<file path="src/rtl/mem_dump_engine_pkg.sv">
// Shared definitions for the memory dump engine: default bus widths and FSM state encoding.
// Widths mirror the DA_VINCI project address/data index limits (+1).
package mem_dump_engine_pkg;

  localparam int ADDR_W_DEF = 26;
  localparam int DATA_W_DEF = 32;

  typedef enum logic [2:0] {
    ST_IDLE  = 3'd0,
    ST_ISSUE = 3'd1,
    ST_DRAIN = 3'd2,
    ST_FIN   = 3'd3,
    ST_ERRD  = 3'd4
  } state_e;

  // Occupancy counters must represent 0..depth inclusive.
  function automatic int cnt_width(input int depth);
    return $clog2(depth) + 1;
  endfunction

endpackage

</file>
<file path="src/rtl/mem_dump_engine_fifo.sv">
// First-word-fall-through synchronous FIFO holding {address, data} dump words.
// A push while full is accepted only when a pop happens in the same cycle.
module dump_fifo
  import mem_dump_engine_pkg::*;
#(
  parameter int WIDTH = ADDR_W_DEF + DATA_W_DEF,
  parameter int DEPTH = 4,
  localparam int CNT_W = cnt_width(DEPTH)
) (
  input  logic             i_clk,
  input  logic             i_rst,
  input  logic             i_push,
  input  logic             i_pop,
  input  logic [WIDTH-1:0] i_din,
  output logic [WIDTH-1:0] o_dout,
  output logic [CNT_W-1:0] o_count,
  output logic             o_empty,
  output logic             o_full
);

  localparam int PTR_W = (DEPTH > 1) ? $clog2(DEPTH) : 1;

  logic [WIDTH-1:0] r_mem [DEPTH];
  logic [PTR_W-1:0] r_wr_ptr;
  logic [PTR_W-1:0] r_rd_ptr;
  logic [CNT_W-1:0] r_count;
  logic             w_wr;
  logic             w_rd;

  assign o_empty = (r_count == '0);
  assign o_full  = (r_count == CNT_W'(DEPTH));
  assign o_count = r_count;
  assign o_dout  = r_mem[r_rd_ptr];

  assign w_wr = i_push && (!o_full || i_pop);
  assign w_rd = i_pop && !o_empty;

  function automatic logic [PTR_W-1:0] ptr_next(input logic [PTR_W-1:0] p);
    return (p == PTR_W'(DEPTH - 1)) ? '0 : p + PTR_W'(1);
  endfunction

  always_ff @(posedge i_clk) begin
    if (w_wr) r_mem[r_wr_ptr] <= i_din;
  end

  always_ff @(posedge i_clk) begin
    if (i_rst) begin
      r_wr_ptr <= '0;
      r_rd_ptr <= '0;
      r_count  <= '0;
    end else begin
      if (w_wr) r_wr_ptr <= ptr_next(r_wr_ptr);
      if (w_rd) r_rd_ptr <= ptr_next(r_rd_ptr);
      case ({w_wr, w_rd})
        2'b10:   r_count <= r_count + CNT_W'(1);
        2'b01:   r_count <= r_count - CNT_W'(1);
        default: r_count <= r_count;
      endcase
    end
  end

endmodule

</file>
<file path="src/rtl/mem_dump_engine.sv">
// Sweeps an inclusive word-address range, reading one word per cycle under credit control,
// and streams {address, data} to a valid/ready consumer through a small FWFT buffer.
module mem_dump_engine
  import mem_dump_engine_pkg::*;
#(
  parameter int ADDR_W     = ADDR_W_DEF,
  parameter int DATA_W     = DATA_W_DEF,
  parameter int RD_LAT     = 2,
  parameter int FIFO_DEPTH = 4
) (
  input  logic              i_clk,
  input  logic              i_rst,
  input  logic              i_start,
  input  logic [ADDR_W-1:0] i_start_addr,
  input  logic [ADDR_W-1:0] i_end_addr,
  output logic              o_busy,
  output logic              o_done,
  output logic              o_err,
  output logic [ADDR_W-1:0] o_mem_addr,
  output logic              o_mem_read,
  input  logic [DATA_W-1:0] i_mem_rdata,
  output logic              o_dump_valid,
  input  logic              i_dump_ready,
  output logic [ADDR_W-1:0] o_dump_addr,
  output logic [DATA_W-1:0] o_dump_data
);

  localparam int CNT_W = cnt_width(FIFO_DEPTH);
  localparam int OCC_W = CNT_W + 1;
  localparam int WORD_W = ADDR_W + DATA_W;

  state_e            r_state;
  logic              r_busy;
  logic              r_done;
  logic              r_err;
  logic [ADDR_W-1:0] r_addr;
  logic [ADDR_W-1:0] r_end;

  logic [RD_LAT-1:0] r_pipe_vld;
  logic [ADDR_W-1:0] r_pipe_addr [RD_LAT];

  logic [OCC_W-1:0]  w_inflight;
  logic [OCC_W-1:0]  w_occ;
  logic              w_issue;
  logic              w_push;
  logic              w_pop;
  logic              w_drained;
  logic [WORD_W-1:0] w_fifo_din;
  logic [WORD_W-1:0] w_fifo_dout;
  logic [CNT_W-1:0]  w_fifo_count;
  logic              w_fifo_empty;
  logic              w_fifo_full;
  logic              w_dump_valid;

  always_comb begin
    w_inflight = '0;
    for (int i = 0; i < RD_LAT; i++) begin
      w_inflight = w_inflight + OCC_W'(r_pipe_vld[i]);
    end
  end

  // Every outstanding read already owns a buffer slot, so returned data is never dropped.
  assign w_pop   = w_dump_valid && i_dump_ready;
  assign w_occ   = w_inflight + OCC_W'(w_fifo_count) - OCC_W'(w_pop);
  assign w_issue = (r_state == ST_ISSUE) && (w_occ < OCC_W'(FIFO_DEPTH));

  assign w_drained = (r_pipe_vld == '0) &&
                     ((w_fifo_count == '0) || ((w_fifo_count == CNT_W'(1)) && w_pop));

  always_ff @(posedge i_clk) begin
    if (i_rst) begin
      r_state <= ST_IDLE;
      r_busy  <= 1'b0;
      r_done  <= 1'b0;
      r_err   <= 1'b0;
    end else begin
      r_done <= 1'b0;
      r_err  <= 1'b0;
      case (r_state)
        ST_IDLE: begin
          if (i_start) begin
            if (i_start_addr <= i_end_addr) begin
              r_state <= ST_ISSUE;
              r_busy  <= 1'b1;
            end else begin
              r_state <= ST_ERRD;
              r_done  <= 1'b1;
              r_err   <= 1'b1;
            end
          end
        end
        ST_ISSUE: begin
          if (w_issue && (r_addr == r_end)) r_state <= ST_DRAIN;
        end
        ST_DRAIN: begin
          if (w_drained) begin
            r_state <= ST_FIN;
            r_busy  <= 1'b0;
            r_done  <= 1'b1;
          end
        end
        ST_FIN:  r_state <= ST_IDLE;
        ST_ERRD: r_state <= ST_IDLE;
        default: begin
          r_state <= ST_IDLE;
          r_busy  <= 1'b0;
        end
      endcase
    end
  end

  // Range registers are data: loaded on an accepted START, stepped only when a read issues.
  // The end compare happens before the increment so the top address never wraps to 0.
  always_ff @(posedge i_clk) begin
    if ((r_state == ST_IDLE) && i_start) begin
      r_addr <= i_start_addr;
      r_end  <= i_end_addr;
    end else if (w_issue && (r_addr != r_end)) begin
      r_addr <= r_addr + ADDR_W'(1);
    end
  end

  // Read-latency pipe: stage 0 is the cycle after the strobe, stage RD_LAT-1 meets MEM_RDATA.
  always_ff @(posedge i_clk) begin
    if (i_rst) begin
      r_pipe_vld <= '0;
    end else begin
      r_pipe_vld[0] <= w_issue;
      for (int i = 1; i < RD_LAT; i++) begin
        r_pipe_vld[i] <= r_pipe_vld[i-1];
      end
    end
  end

  always_ff @(posedge i_clk) begin
    r_pipe_addr[0] <= r_addr;
    for (int i = 1; i < RD_LAT; i++) begin
      r_pipe_addr[i] <= r_pipe_addr[i-1];
    end
  end

  assign w_push     = r_pipe_vld[RD_LAT-1];
  assign w_fifo_din = {r_pipe_addr[RD_LAT-1], i_mem_rdata};

  dump_fifo #(
    .WIDTH (WORD_W),
    .DEPTH (FIFO_DEPTH)
  ) u_fifo (
    .i_clk   (i_clk),
    .i_rst   (i_rst),
    .i_push  (w_push),
    .i_pop   (w_pop),
    .i_din   (w_fifo_din),
    .o_dout  (w_fifo_dout),
    .o_count (w_fifo_count),
    .o_empty (w_fifo_empty),
    .o_full  (w_fifo_full)
  );

  assign w_dump_valid = !w_fifo_empty;

  // Outputs are forced to zero whenever their qualifier is low, so reset leaves every output at 0.
  assign o_busy       = r_busy;
  assign o_done       = r_done;
  assign o_err        = r_err;
  assign o_mem_read   = w_issue;
  assign o_mem_addr   = w_issue ? r_addr : '0;
  assign o_dump_valid = w_dump_valid;
  assign o_dump_addr  = w_dump_valid ? w_fifo_dout[WORD_W-1:DATA_W] : '0;
  assign o_dump_data  = w_dump_valid ? w_fifo_dout[DATA_W-1:0] : '0;

  a_no_overflow: assert property (@(posedge i_clk) disable iff (i_rst)
    w_push |-> (!w_fifo_full || w_pop));

endmodule

</file>
<file path="config.mk">
export PLATFORM = sky130hd
export DESIGN_NAME = mem_dump_engine
export DESIGN_NICKNAME = d
export VERILOG_FILES = /design/src/rtl/mem_dump_engine_pkg.sv /design/src/rtl/mem_dump_engine_fifo.sv /design/src/rtl/mem_dump_engine.sv
export SDC_FILE = /design/constraint.sdc
export NUM_CORES = 1
export LEC_CHECK = 0
export ABC_CLOCK_PERIOD_IN_PS = 6500
export CAP_MARGIN = 20
export CORE_MARGIN = 2
export CORE_UTILIZATION = 40
export CTS_BUF_LIST = sky130_fd_sc_hd__clkbuf_4 sky130_fd_sc_hd__clkbuf_8
export CTS_CLUSTER_DIAMETER = 40
export DETAILED_ROUTE_END_ITERATION = 8
export SYNTH_ARGS = -nofsm -noshare
export SYNTH_HDL_FRONTEND = slang
export SYNTH_SLANG_ARGS = --single-unit
</file>
<file path="constraint.sdc">
create_clock -name i_clk -period 6.5 [get_ports i_clk]
set_input_delay 1.95 -clock i_clk [delete_from_list [all_inputs] [get_ports i_clk]]
set_output_delay 1.95 -clock i_clk [all_outputs]
set_load 0.1 [all_outputs]
</file>
Yosys cells after proc, flatten, opt, wreduce, memory -nomap -nowiden
Memory sizes are Yosys's and may differ from the RTL's. A register that Yosys moved wholly into a read port is not among the register bits. Index checks and enable logic that the tools add are counted.

Memories kept: 2. Flip-flop bits (word level): 67. Memory bits (writable): 284. Word-level logic and storage cells: 87. Input bits: 88.

Memory list: u_fifo.r_mem (words 4, bits a word 58, read ports 1, clocked after Yosys merged registers in 1, write ports 1, RTL line mem_dump_engine_fifo.sv:23) `logic [WIDTH-1:0] r_mem [DEPTH];`; r_pipe_addr (words 2, bits a word 26, read ports 2, clocked after Yosys merged registers in 0, write ports 2, RTL line mem_dump_engine.sv:40) `logic [ADDR_W-1:0] r_pipe_addr [RD_LAT];`.

Order comparisons: 2. Multiplexer cells: 25. Bitwise gates (word level): 2. Eq/ne operators: 16. $add $sub $neg: 8. Reduce and logical (&&, ||, !) cells: 22.

Operators with widths (count): $mux W26 (4); $mux W32 (1); $add A26 B1 Y26 const B (1); $eq A26 B26 Y1 (1); $le A26 B26 Y1 (1); $ne A26 B26 Y1 (1); $mux W3 (4); $logic_and A1 B1 Y1 (9); $pmux W3 S3 (1); $mux W1 (8); $mux W2 (4); $eq A2 B2 Y1 const B (3); $eq A3 B1 Y1 const B (2); $eq A3 B2 Y1 const B (2); $eq A3 B3 Y1 const B (2); $logic_not A3 Y1 (2); $ne A2 B2 Y1 const B (3); $pmux W3 S2 (1); $add A2 B1 Y2 const B (2); $add A2 B3 Y4 (1); $lt A4 B3 Y1 const B (1); $reduce_and A4 Y1 (1); $reduce_bool A2 Y1 (2); $sub A4 B1 Y4 (1); other kinds (14) (17).

Logic depth before layout (Yosys ltp)
Gate-level depths: netlist (run 1).

Depth after elaboration: 9. Mapped depth: 15. Mapped depth without buffers: 14.

Hierarchy
Synthesis (run 1) repeated with hierarchy kept, for this count alone.

Cell total of the unflattened synthesis: 868. Area, all modules: 14197.4 µm².

By module, submodules not included: dump_fifo (times used 1, area an instance 8846.0 µm², cells each 355); mem_dump_engine (times used 1, area an instance 5351.4 µm², cells each 513).

Least setup slack after synthesis (run 1)
OpenSTA, ideal clock, no wires.

Path kind: input to output. Start: in i_dump_ready. End: out o_mem_addr[16]. Arrival time: 4.541 ns. Setup slack: 0.009 ns. Data required time: 4.550 ns. Stages on the path: 11. Path through: nand2_1 -> inv_1 -> ha_1 -> inv_1 -> ha_1 -> a21o_1 -> a21oi_1 -> mux2i_1 -> nand2_1 -> buf_2 -> and2_1.

Longest elaborated chain between the ends: 5.

Ends and longest elaborated chain: from (decl) (RTL line mem_dump_engine.sv:23) `input logic i_dump_ready,`; $logic_and A1 B1 Y1 (RTL line mem_dump_engine.sv:63) `assign w_pop = w_dump_valid && i_dump_ready;`; $sub A4 B1 Y4 (RTL line mem_dump_engine.sv:64) `assign w_occ = w_inflight + OCC_W'(w_fifo_count) - OCC_W'(w_pop);`; $lt A4 B3 Y1 (RTL line mem_dump_engine.sv:65) `assign w_issue = (r_state == ST_ISSUE) && (w_occ < OCC_W'(FIFO_DEPTH));`; $logic_and A1 B1 Y1 (RTL line mem_dump_engine.sv:65); via o_mem_read (RTL line mem_dump_engine.sv:20) `output logic o_mem_read,`; $mux W26 (RTL line mem_dump_engine.sv:167) `assign o_mem_addr = w_issue ? r_addr : '0;`; to (decl) (RTL line mem_dump_engine.sv:19) `output logic [ADDR_W-1:0] o_mem_addr,`.

The timed path passes the listed nets, and every way through them passes these cells.

Worst setup path after layout (run 1)
Start: in i_dump_ready. End: out o_mem_addr[20].

Longest elaborated chain between the ends: 5.

Ends and longest elaborated chain (RTL line): $logic_and A1 B1 Y1 (mem_dump_engine.sv:63); $sub A4 B1 Y4 (mem_dump_engine.sv:64); $lt A4 B3 Y1 (mem_dump_engine.sv:65); $logic_and A1 B1 Y1 (mem_dump_engine.sv:65); $mux W26 (mem_dump_engine.sv:167).

Every way passes these cells.

==> results.py, run 1 <==
metrics = {
    "timing": {
        "holdWs_ps": 320,
        "slew_violations": 0,
        "maxSlewHeadroom_pct": 26.1,
        "min_period_over_period_pct": 98.1,
        "tightest_slew_ps": 1100,
        "setup_viol": 0,
        "finalHoldViolations": 0,
        "fin_crit_ps": 6370,
        "finClkSkew_ps": 24.5,
        "fmax_ghz": 0.157,
    },
    "logic_synthesis": {
        "synth_cells": 864,
        "synth_edf_count": 284,
        "syn_area_mm2": 0.0141,
        "synth.avg_cell_area_um2": 16.4,
        "synth-async-reset-ratio_pct": 0,
        "synth_seq_area_share_pct": 70.1,
        "syn_nets": 993,
        "yosys_warnings": 0,
        "dominantRegCellSynth": "edfxtp_1",
        "synth_cell_types": 47,
        "synth-seq-cells": 353,
    },
    "grt": {
        "track_usage_pct": 15.8,
        "grt.overflow.total": 0,
        "use_met3_pct": 3.01,
        "met1_usage_pct": 21.2,
        "top_usage_layer": "met2",
        "antenna_found_initial": 0,
        "grt_pass1_vias": 8038,
        "use_met2_pct": 26.3,
        "grt_pass1_wl_mm": 44.4,
        "grt_max_degree": 59,
    },
    "drt": {
        "ant_nets": 0,
        "drcViolationCount": 0,
        "via_count": 7690,
        "drt-total-wl_mm": 28.7,
        "routedWlPerCell_um": 18.1,
        "avgViaCountPerCell": 4.84,
        "drt_iter0_markers": 489,
        "drt_first_pass_iters": 5,
    },
    "placement": {
        "dp_cells": 1476,
        "gp_congestion": 0.838,
        "dp_hpwl_mm": 18.4,
        "port_buffers": 176,
    },
    "clocking": {
        "cts_root_buf": "clkbuf_8",
        "cts_buffer_depth": 3,
        "clkTransAtPathRegs_ps": 60,
        "cts.htree.levels": 2,
        "cts_made_buffers": 59,
        "clk_latency_ps": 590,
        "clkSinkCount": 353,
        "cts_tree": "yes",
        "hold_buffers": 0,
    },
    "worst_setup_path": {
        "critPathKind": "input pin to output port",
        "cp-start-kind": "input pin",
        "crit_fanout": 21,
        "cp-endpoint": "o_mem_addr[20]",
        "arrival_ps": 4420,
        "r2r_cells": 16,
        "rr_endpoint": "r_addr[16]",
        "required_ps": 4550,
        "startpoint": "i_dump_ready",
        "cp-end-kind": "output port",
        "r2r_slack_ps": 3260,
        "timing.rr.start": "u_fifo.o_count[1]",
    },
    "die": {
        "die_w_um": 192,
        "initial_core_util_pct": 40.7,
        "core_mm2": 0.0347,
        "die_h_um": 192,
        "io_pins": 177,
        "die-area_mm2": 0.0369,
        "rows": 68,
    },
    "final_layout": {
        "diodes": 0,
        "syn_to_final_growth_pct": 27.8,
        "fin_nets": 1212,
        "fin_cells": 1588,
        "drive_gt1_share_pct": 19.4,
    },
    "flow_run": {
        "drv_cap": 0,
    },
    "hold_path": {
        "holdCritPathClass": "flip-flop to flip-flop",
    },
    "run_status": {
        "status": "finished clean",
    },
}
## synthesized netlist by cell type (2+ instances only)
| cell | instances | area, um^2 |
|---|---|---|
| edfxtp_1 | 284 | 8530 |
| and2_1 | 89 | 557 |
| dfxtp_1 | 69 | 1380 |
| mux4_2 | 58 | 1310 |
| nand2_1 | 54 | 203 |
| inv_1 | 42 | 158 |
| ha_1 | 41 | 513 |
| xor2_1 | 33 | 289 |
| xnor2_1 | 19 | 166 |
| o21ai_0 | 18 | 90.1 |
| a21oi_1 | 17 | 85.1 |
| clkbuf_1 | 15 | 56.3 |
| nor2_1 | 15 | 56.3 |
| nand4_1 | 13 | 81.3 |
| nand3_1 | 9 | 45.0 |
| o21ai_1 | 9 | 45.0 |
| buf_2 | 8 | 40.0 |
| nor4_1 | 7 | 43.8 |
| nor3_1 | 6 | 30.0 |
| nand2b_1 | 5 | 31.3 |
| a211oi_1 | 4 | 30.0 |
| a21o_1 | 4 | 30.0 |
| and3_1 | 4 | 25.0 |
| buf_1 | 4 | 15.0 |
| nor2_4 | 4 | 45.0 |
| or3_1 | 4 | 25.0 |
| a22oi_1 | 3 | 22.5 |
| mux2i_1 | 3 | 30.0 |
| o21a_1 | 3 | 22.5 |
| buf_4 | 2 | 15.0 |
| nor3b_1 | 2 | 15.0 |
## placed cells by master (no fill, tap or decap), types with 6 or more instances in the layout
cell type / synthesis / final
mux4_2: 58 / 58
clkdlybuf4s50_1: 0 / 149
nand3_1: 9 / 9
bufinv_16: 0 / 7
ha_1: 41 / 41
inv_1: 42 / 41
clkinv_2: 0 / 11
a21oi_1: 17 / 16
buf_4: 2 / 11
clkbuf_4: 0 / 22
xor2_1: 33 / 33
nor2_1: 15 / 15
nor4_1: 7 / 7
dfxtp_1: 69 / 67
clkbuf_8: 0 / 64
buf_12: 0 / 28
xnor2_1: 19 / 19
and2_1: 89 / 85
edfxtp_1: 284 / 284
nor3_1: 6 / 6
o21ai_0: 18 / 18
nand2_1: 54 / 52
o21ai_1: 9 / 9
nand4_1: 13 / 13
## critical path, cell delays in order
cell and delay (ps):
clkdlybuf4s50_1 430, nand2_2 90, inv_1 80, ha_1 280, inv_1 40, ha_1 260
a21o_1 190, a21oi_2 160, mux2i_1 240, nand2_1 140, buf_12 180, and2_1 190
buf_12 170
## per-stage QoR
| stage | setup TNS, ps | worst slack, ps | utilization [%] | cell area (um^2) |
|---|---|---|---|---|
| 6_report | 0 | 126 | 52.1 | 18100 |
| 5_1_grt | -293 | -23.2 | 52.1 | 18100 |
| 4_1_cts | 0 | 45.0 | 52.0 | 18100 |
| 3_5_place_dp | 0 | 44.1 | 48.1 | 16700 |
| 3_3_place_gp | 0 | 89.3 | 48.1 | 16700 |
| 2_1_floorplan | 0 | 9.49 | - | 14100 |
## sequential cells by signal, indices dropped and copies added, names as in the netlist, named ones only
| register | flops |
|---|---|
| u_fifo.r_mem | 232 |
| r_pipe_addr | 52 |
| r_addr | 26 |
| r_end | 26 |
| r_state | 3 |
| u_fifo.o_count | 3 |
| r_pipe_vld | 2 |
| u_fifo.r_rd_ptr | 2 |
| u_fifo.r_wr_ptr | 2 |
| o_busy | 1 |
| o_done | 1 |
| o_err | 1 |
## how the worst min path moves through the flow
stage	start	cells after the start	end	slack [ps]
finish	r_pipe_addr[0][15]	0	r_pipe_addr[0][41]	320
global route	r_pipe_addr[0][11]	0	r_pipe_addr[0][37]	330
CTS	r_pipe_addr[0][15]	0	r_pipe_addr[0][41]	320
detailed placement	r_pipe_addr[0][15]	0	r_pipe_addr[0][41]	310
global placement	r_pipe_addr[0][24]	0	r_pipe_addr[0][50]	310
floorplan	r_pipe_addr[0][0]	0	r_pipe_addr[0][26]	310
## routing by layer
metal / vias up / wire length (um) / share of wire (%)
li1: 3684 / - / -
met1: 3769 / 12900 / 45
met2: 197 / 13800 / 48
met3: 40 / 1500 / 5.2
met4: 0 / 480 / 1.7
met5: - / 0 / 0
## final cells by class
| type | count | area, um^2 |
|---|---|---|
| well taps | 455 | 569 |
| multi-input cells | 439 | 3950 |
| clock inverters | 25 | 300 |
| inverters | 42 | 158 |
| fillers | 2958 | 16600 |
| flip-flops and latches | 353 | 9910 |
| repair buffers | 188 | 2130 |
| clock buffers | 86 | 1050 |
## repair_timing
item,CTS,global route
resized for setup,0,2
setup endpoints to repair,0,26
buffers inserted,0,1
## cells by family after synthesis
family,count (synthesis),synth area share (%)
multiplexers,61,9.45
buffers and inverters,72,2.09
flip-flops,353,70.1
AO/OA/AOI/OAI,66,2.80
adder cells (fa/ha/maj),41,3.63
AND/OR/NAND/NOR,219,8.72
XOR/XNOR,52,3.22
Power of run 1 is not shown: default switching activity piles up to over one toggle a cycle in this logic, so the estimate is an artifact.
==> run 2, diff against run 1 <==
- CTS_CLUSTER_SIZE: default -> 10
==> run 2 against run 1 <==
  * Via count shrank 1.1%
  * Setup slack got worse by 2.8 ps
  * Highest routed layer unchanged
  * Critical path type unchanged
  * Critical endpoint unchanged
  * Maximum frequency hardly changed
  * Clock skew hardly changed
  * Die area unchanged
==> results.py, run 2 (synthesized netlist as in run 1, its figures left out) <==
metrics = {
    "run_status": {
        "status": "finished clean",
    },
    "worst_setup_path": {
        "cp-start-kind": "input pin",
        "crit_family": "buffers and inverters",
        "arrival_ps": 4430,
        "timing.rr.start": "u_fifo.o_count[1]",
        "crit_chain": "clkdlybuf4s50_1 -> nand2_2 -> inv_1 -> ha_1 -> inv_1 -> ha_1 -> a21o_1 -> a21oi_2 -> mux2i_1 -> nand2_1 -> buf_12 -> and2_1 -> buf_12",
        "required_ps": 4550,
        "rr_endpoint": "r_addr[19]",
        "crit_fanout": 21,
        "crit_buf_inv": 5,
        "path_depth": 13,
        "slowest_delay_ps": 430,
        "startpoint": "i_dump_ready",
        "r2r_slack_ps": 3260,
        "r2r_cells": 16,
        "slowest_stage": "clkdlybuf4s50_1",
        "cp-end-kind": "output port",
        "critPathKind": "input pin to output port",
    },
    "timing": {
        "min_period_over_period_pct": 98.1,
        "fmax_ghz": 0.157,
        "slew_violations": 0,
        "finClkSkew_ps": 24.8,
        "setup_tns_ps": 0,
        "maxSlewHeadroom_pct": 27.0,
        "fin_crit_ps": 6380,
        "setup_viol": 0,
        "finalHoldViolations": 0,
        "worst_slack_ps": 123,
        "tightest_slew_ps": 1090,
    },
    "hold_path": {
        "holdCritPathClass": "flip-flop to flip-flop",
        "min_to": "r_pipe_addr[0][50]",
        "whs_path_depth": 0,
        "hp-start": "r_pipe_addr[0][24]",
    },
    "placement": {
        "dp_cells": 1476,
        "gp_congestion": 0.838,
        "port_buffers": 176,
        "dp_hpwl_mm": 18.4,
        "place_ws_ps": 44.1,
    },
    "clocking": {
        "cts_made_buffers": 48,
        "clk_latency_ps": 560,
        "cts_tree": "yes",
        "clkSinkCount": 353,
        "cts_buffer_depth": 3,
        "cts.htree.levels": 2,
        "cts_root_buf": "clkbuf_8",
        "clkTransAtPathRegs_ps": 70,
    },
    "drt": {
        "via_count": 7602,
        "drcViolationCount": 0,
        "avgViaCountPerCell": 4.87,
        "drt_first_pass_iters": 4,
        "routedWlPerCell_um": 18.3,
        "drt-total-wl_mm": 28.6,
        "ant_nets": 0,
        "drt_iter0_markers": 470,
    },
    "final_layout": {
        "drive_gt1_share_pct": 17.6,
        "diodes": 0,
        "largest_reg_flops": 232,
        "layout_common_cells": "edfxtp_1 (284), clkdlybuf4s50_1 (149), and2_1 (85)",
        "fin_nets": 1201,
        "fin_util_pct": 51.3,
        "fin_cells": 1560,
        "largestRegisters": "u_fifo.r_mem: 232 flops, r_pipe_addr: 52 flops",
        "final_common_cell": "edfxtp_1",
        "syn_to_final_growth_pct": 25.9,
        "largest_register": "u_fifo.r_mem",
    },
    "grt": {
        "met1_usage_pct": 21.2,
        "grt_pass1_vias": 7952,
        "grt_max_degree": 59,
        "use_met2_pct": 26.3,
        "top_usage_layer": "met2",
        "use_met3_pct": 2.78,
        "grt_pass1_wl_mm": 44.3,
        "antenna_found_initial": 0,
        "grt.overflow.total": 0,
        "track_usage_pct": 15.7,
    },
    "die": {
        "die_h_um": 192,
        "initial_core_util_pct": 40.7,
        "die_w_um": 192,
        "die-area_mm2": 0.0369,
        "rows": 68,
        "io_pins": 177,
        "core_mm2": 0.0347,
    },
    "flow_run": {
        "drv_cap": 0,
    },
}
run 2: how the worst max path moves through the flow:
| stage | to | slack [ps] |
|---|---|---|
| after global routing | o_mem_addr[8] | -20 |
| after CTS | o_mem_addr[20] | 40 |
| final | o_mem_addr[20] | 120 |
| after floorplan | o_mem_addr[16] | 9 |
| after global placement | o_mem_addr[19] | 90 |
| after detailed placement | o_mem_addr[20] | 40 |
run 2: metrics by stage:
stage,cell area [um^2],hold slack (ps)
final,17800,324
after global routing,17800,324
after CTS,17800,328
after detailed placement,16700,312
after global placement,16700,311
after floorplan,14100,310
run 2: cell type report:
class / count / area, um^2
Inverter: 42 / 158
Clock inverter: 19 / 255
Multi-Input combinational cell: 439 / 3950
Clock buffer: 64 / 818
Timing Repair Buffer: 188 / 2130
Fill cell: 2988 / 16900
Sequential cell: 353 / 9910
Tap cell: 455 / 569
run 2: per-layer routing:
layer  share of wire (%)  vias up
li1                    -     3647
met1                  45     3704
met2                  48      202
met3                 5.2       49
met4                 2.1        0
met5                   0        -
run 2: repair_timing:
| item | CTS | global route |
|---|---|---|
| setup endpoints to repair | 0 | 26 |
| resized for setup | 0 | 2 |
| setup buffers | 0 | 1 |
| hold buffers | 0 | 0 |
Power of run 2 is left out for the same reason.
==> run 3, diff against run 2 <==
- ABC_CLOCK_PERIOD_IN_PS: 6500 -> 8100
- CAP_MARGIN: 20 -> default
- CORE_UTILIZATION: 40 -> 45
- PLACE_DENSITY: default -> 0.67
- clock period: 6.5 -> 8.1 ns (I/O delays scaled with it)
==> run 3 against run 2 <==
  * Die area decreased by 11%
  * Count of clock-buffer cells in the layout increased by 1
  * Cell count decreased by 3.8%
  * Setup slack improved by 360 ps
  * Routed wire length decreased by 3.0%
  * Clock skew decreased by 9.1 ps
  * First-iteration DRC count increased by 10%
  * Sequential share of layout area increased by 0.72 points
  * Critical path depth unchanged
  * Critical endpoint is now o_mem_addr[14]
  * Global-route usage increased by 1.5 points
==> results.py, run 3 (synthesized netlist as in run 1, its figures left out) <==
metrics = {
    "placement": {
        "dp_cells": 1415,
        "place_ws_ps": 466,
        "gp_congestion": 0.857,
        "dp_hpwl_mm": 17.9,
        "port_buffers": 176,
    },
    "timing": {
        "finClkSkew_ps": 15.7,
        "finalHoldViolations": 0,
        "maxSlewHeadroom_pct": 25.8,
        "setup_viol": 0,
        "fmax_ghz": 0.131,
        "slew_violations": 0,
        "tightest_slew_ps": 1110,
        "setup_tns_ps": 0,
        "rsz0062_at_grt": "false",
        "worst_slack_ps": 478,
        "min_period_over_period_pct": 94.1,
        "fin_crit_ps": 7620,
    },
    "final_layout": {
        "fin_nets": 1198,
        "diodes": 0,
        "largestRegisters": "u_fifo.r_mem: 232 flops, r_pipe_addr: 52 flops",
        "syn_to_final_growth_pct": 24.3,
        "fin_cells": 1500,
        "fin_util_pct": 57.1,
        "largest_reg_flops": 232,
        "final_common_cell": "edfxtp_1",
        "layout_common_cells": "edfxtp_1 (284), clkdlybuf4s50_1 (149), and2_1 (85)",
        "drive_gt1_share_pct": 17.3,
        "largest_register": "u_fifo.r_mem",
    },
    "drt": {
        "drt_first_pass_iters": 4,
        "drcViolationCount": 0,
        "drt_iter0_markers": 517,
        "via_count": 7619,
        "avgViaCountPerCell": 5.08,
        "routedWlPerCell_um": 18.5,
        "ant_nets": 0,
        "drt-total-wl_mm": 27.7,
    },
    "grt": {
        "grt_pass1_wl_mm": 43.7,
        "grt_pass1_vias": 7943,
        "track_usage_pct": 17.2,
        "grt.overflow.total": 0,
        "grt_max_degree": 76,
        "antenna_found_initial": 0,
    },
    "clocking": {
        "clk_latency_ps": 550,
        "cts_root_buf": "clkbuf_8",
        "hold_buffers": 0,
        "cts_made_buffers": 48,
        "cts_tree": "yes",
        "clkSinkCount": 353,
        "clkTransAtPathRegs_ps": 70,
        "post_cts_buffers": 0,
        "cts.htree.levels": 2,
        "cts_buffer_depth": 3,
        "cts-resized-gates": 0,
    },
    "worst_setup_path": {
        "required_ps": 5670,
        "cp-end-kind": "output port",
        "cp-start-kind": "input pin",
        "critPathKind": "input pin to output port",
        "arrival_ps": 5190,
        "crit_fanout": 23,
    },
    "die": {
        "die_h_um": 181,
        "rows": 64,
        "initial_core_util_pct": 46.0,
        "core_mm2": 0.0307,
        "io_pins": 177,
        "die_w_um": 181,
        "die-area_mm2": 0.0328,
    },
    "run_status": {
        "status": "finished clean",
    },
    "hold_path": {
        "holdCritPathClass": "flip-flop to flip-flop",
    },
    "flow_run": {
        "drv_cap": 0,
    },
}
run 3: changes by cell type in the layout (fill, tap and decap cells not counted), sizes merged:
| cell | delta |
|---|---|
| buf | -3 |
| clkbuf | +1 |
| clkinv | +7 |
| bufinv | -4 |
| clkinvlp | -2 |
run 3: critical path, stage by stage:
cell and delay (ps):
clkdlybuf4s50_1 500, nand2_1 110, inv_1 140, ha_1 240, inv_1 50, ha_1 210, a21o_1 170, a21oi_1 200
mux2i_1 260, nand2_1 200, buf_4 270, and2_1 220, buf_12 170
run 3: metal layers:
layer	GRT usage [%]	vias up	wire, um
met5	0	-	0
met4	5.98	0	749
met3	3.14	57	1520
met2	27.9	241	12700
met1	23.5	3676	12700
li1	-	3645	-
run 3: final timing paths:
kind	startpoint	endpoint	slack [ps]	cells past startpoint
setup / recovery	i_dump_ready	o_mem_addr[14]	480	13
hold / removal	r_pipe_addr[0][11]	r_pipe_addr[0][37]	320	0
setup reg to reg	u_fifo.o_count[0]	r_addr[18]	3620	16
hold reg to reg	r_pipe_addr[0][11]	r_pipe_addr[0][37]	320	0
run 3: layout make-up:
type                       instances  area, um^2
sequential                       353        9910
timing repair buffer             185        2100
multi-input combinational        439        3940
tap                              396         495
inverter                          42         158
fill                            2459       13200
clock buffer                      65         807
clock inverter                    20         159
run 3: stage by stage:
stage / hold slack (ps) / cell area, um^2
after global routing: 331 / 17600
after detailed placement: 312 / 16600
after CTS: 319 / 17600
after global placement: 311 / 16600
after floorplan: 310 / 14100
final: 319 / 17600
Power of run 3 is left out for the same reason.
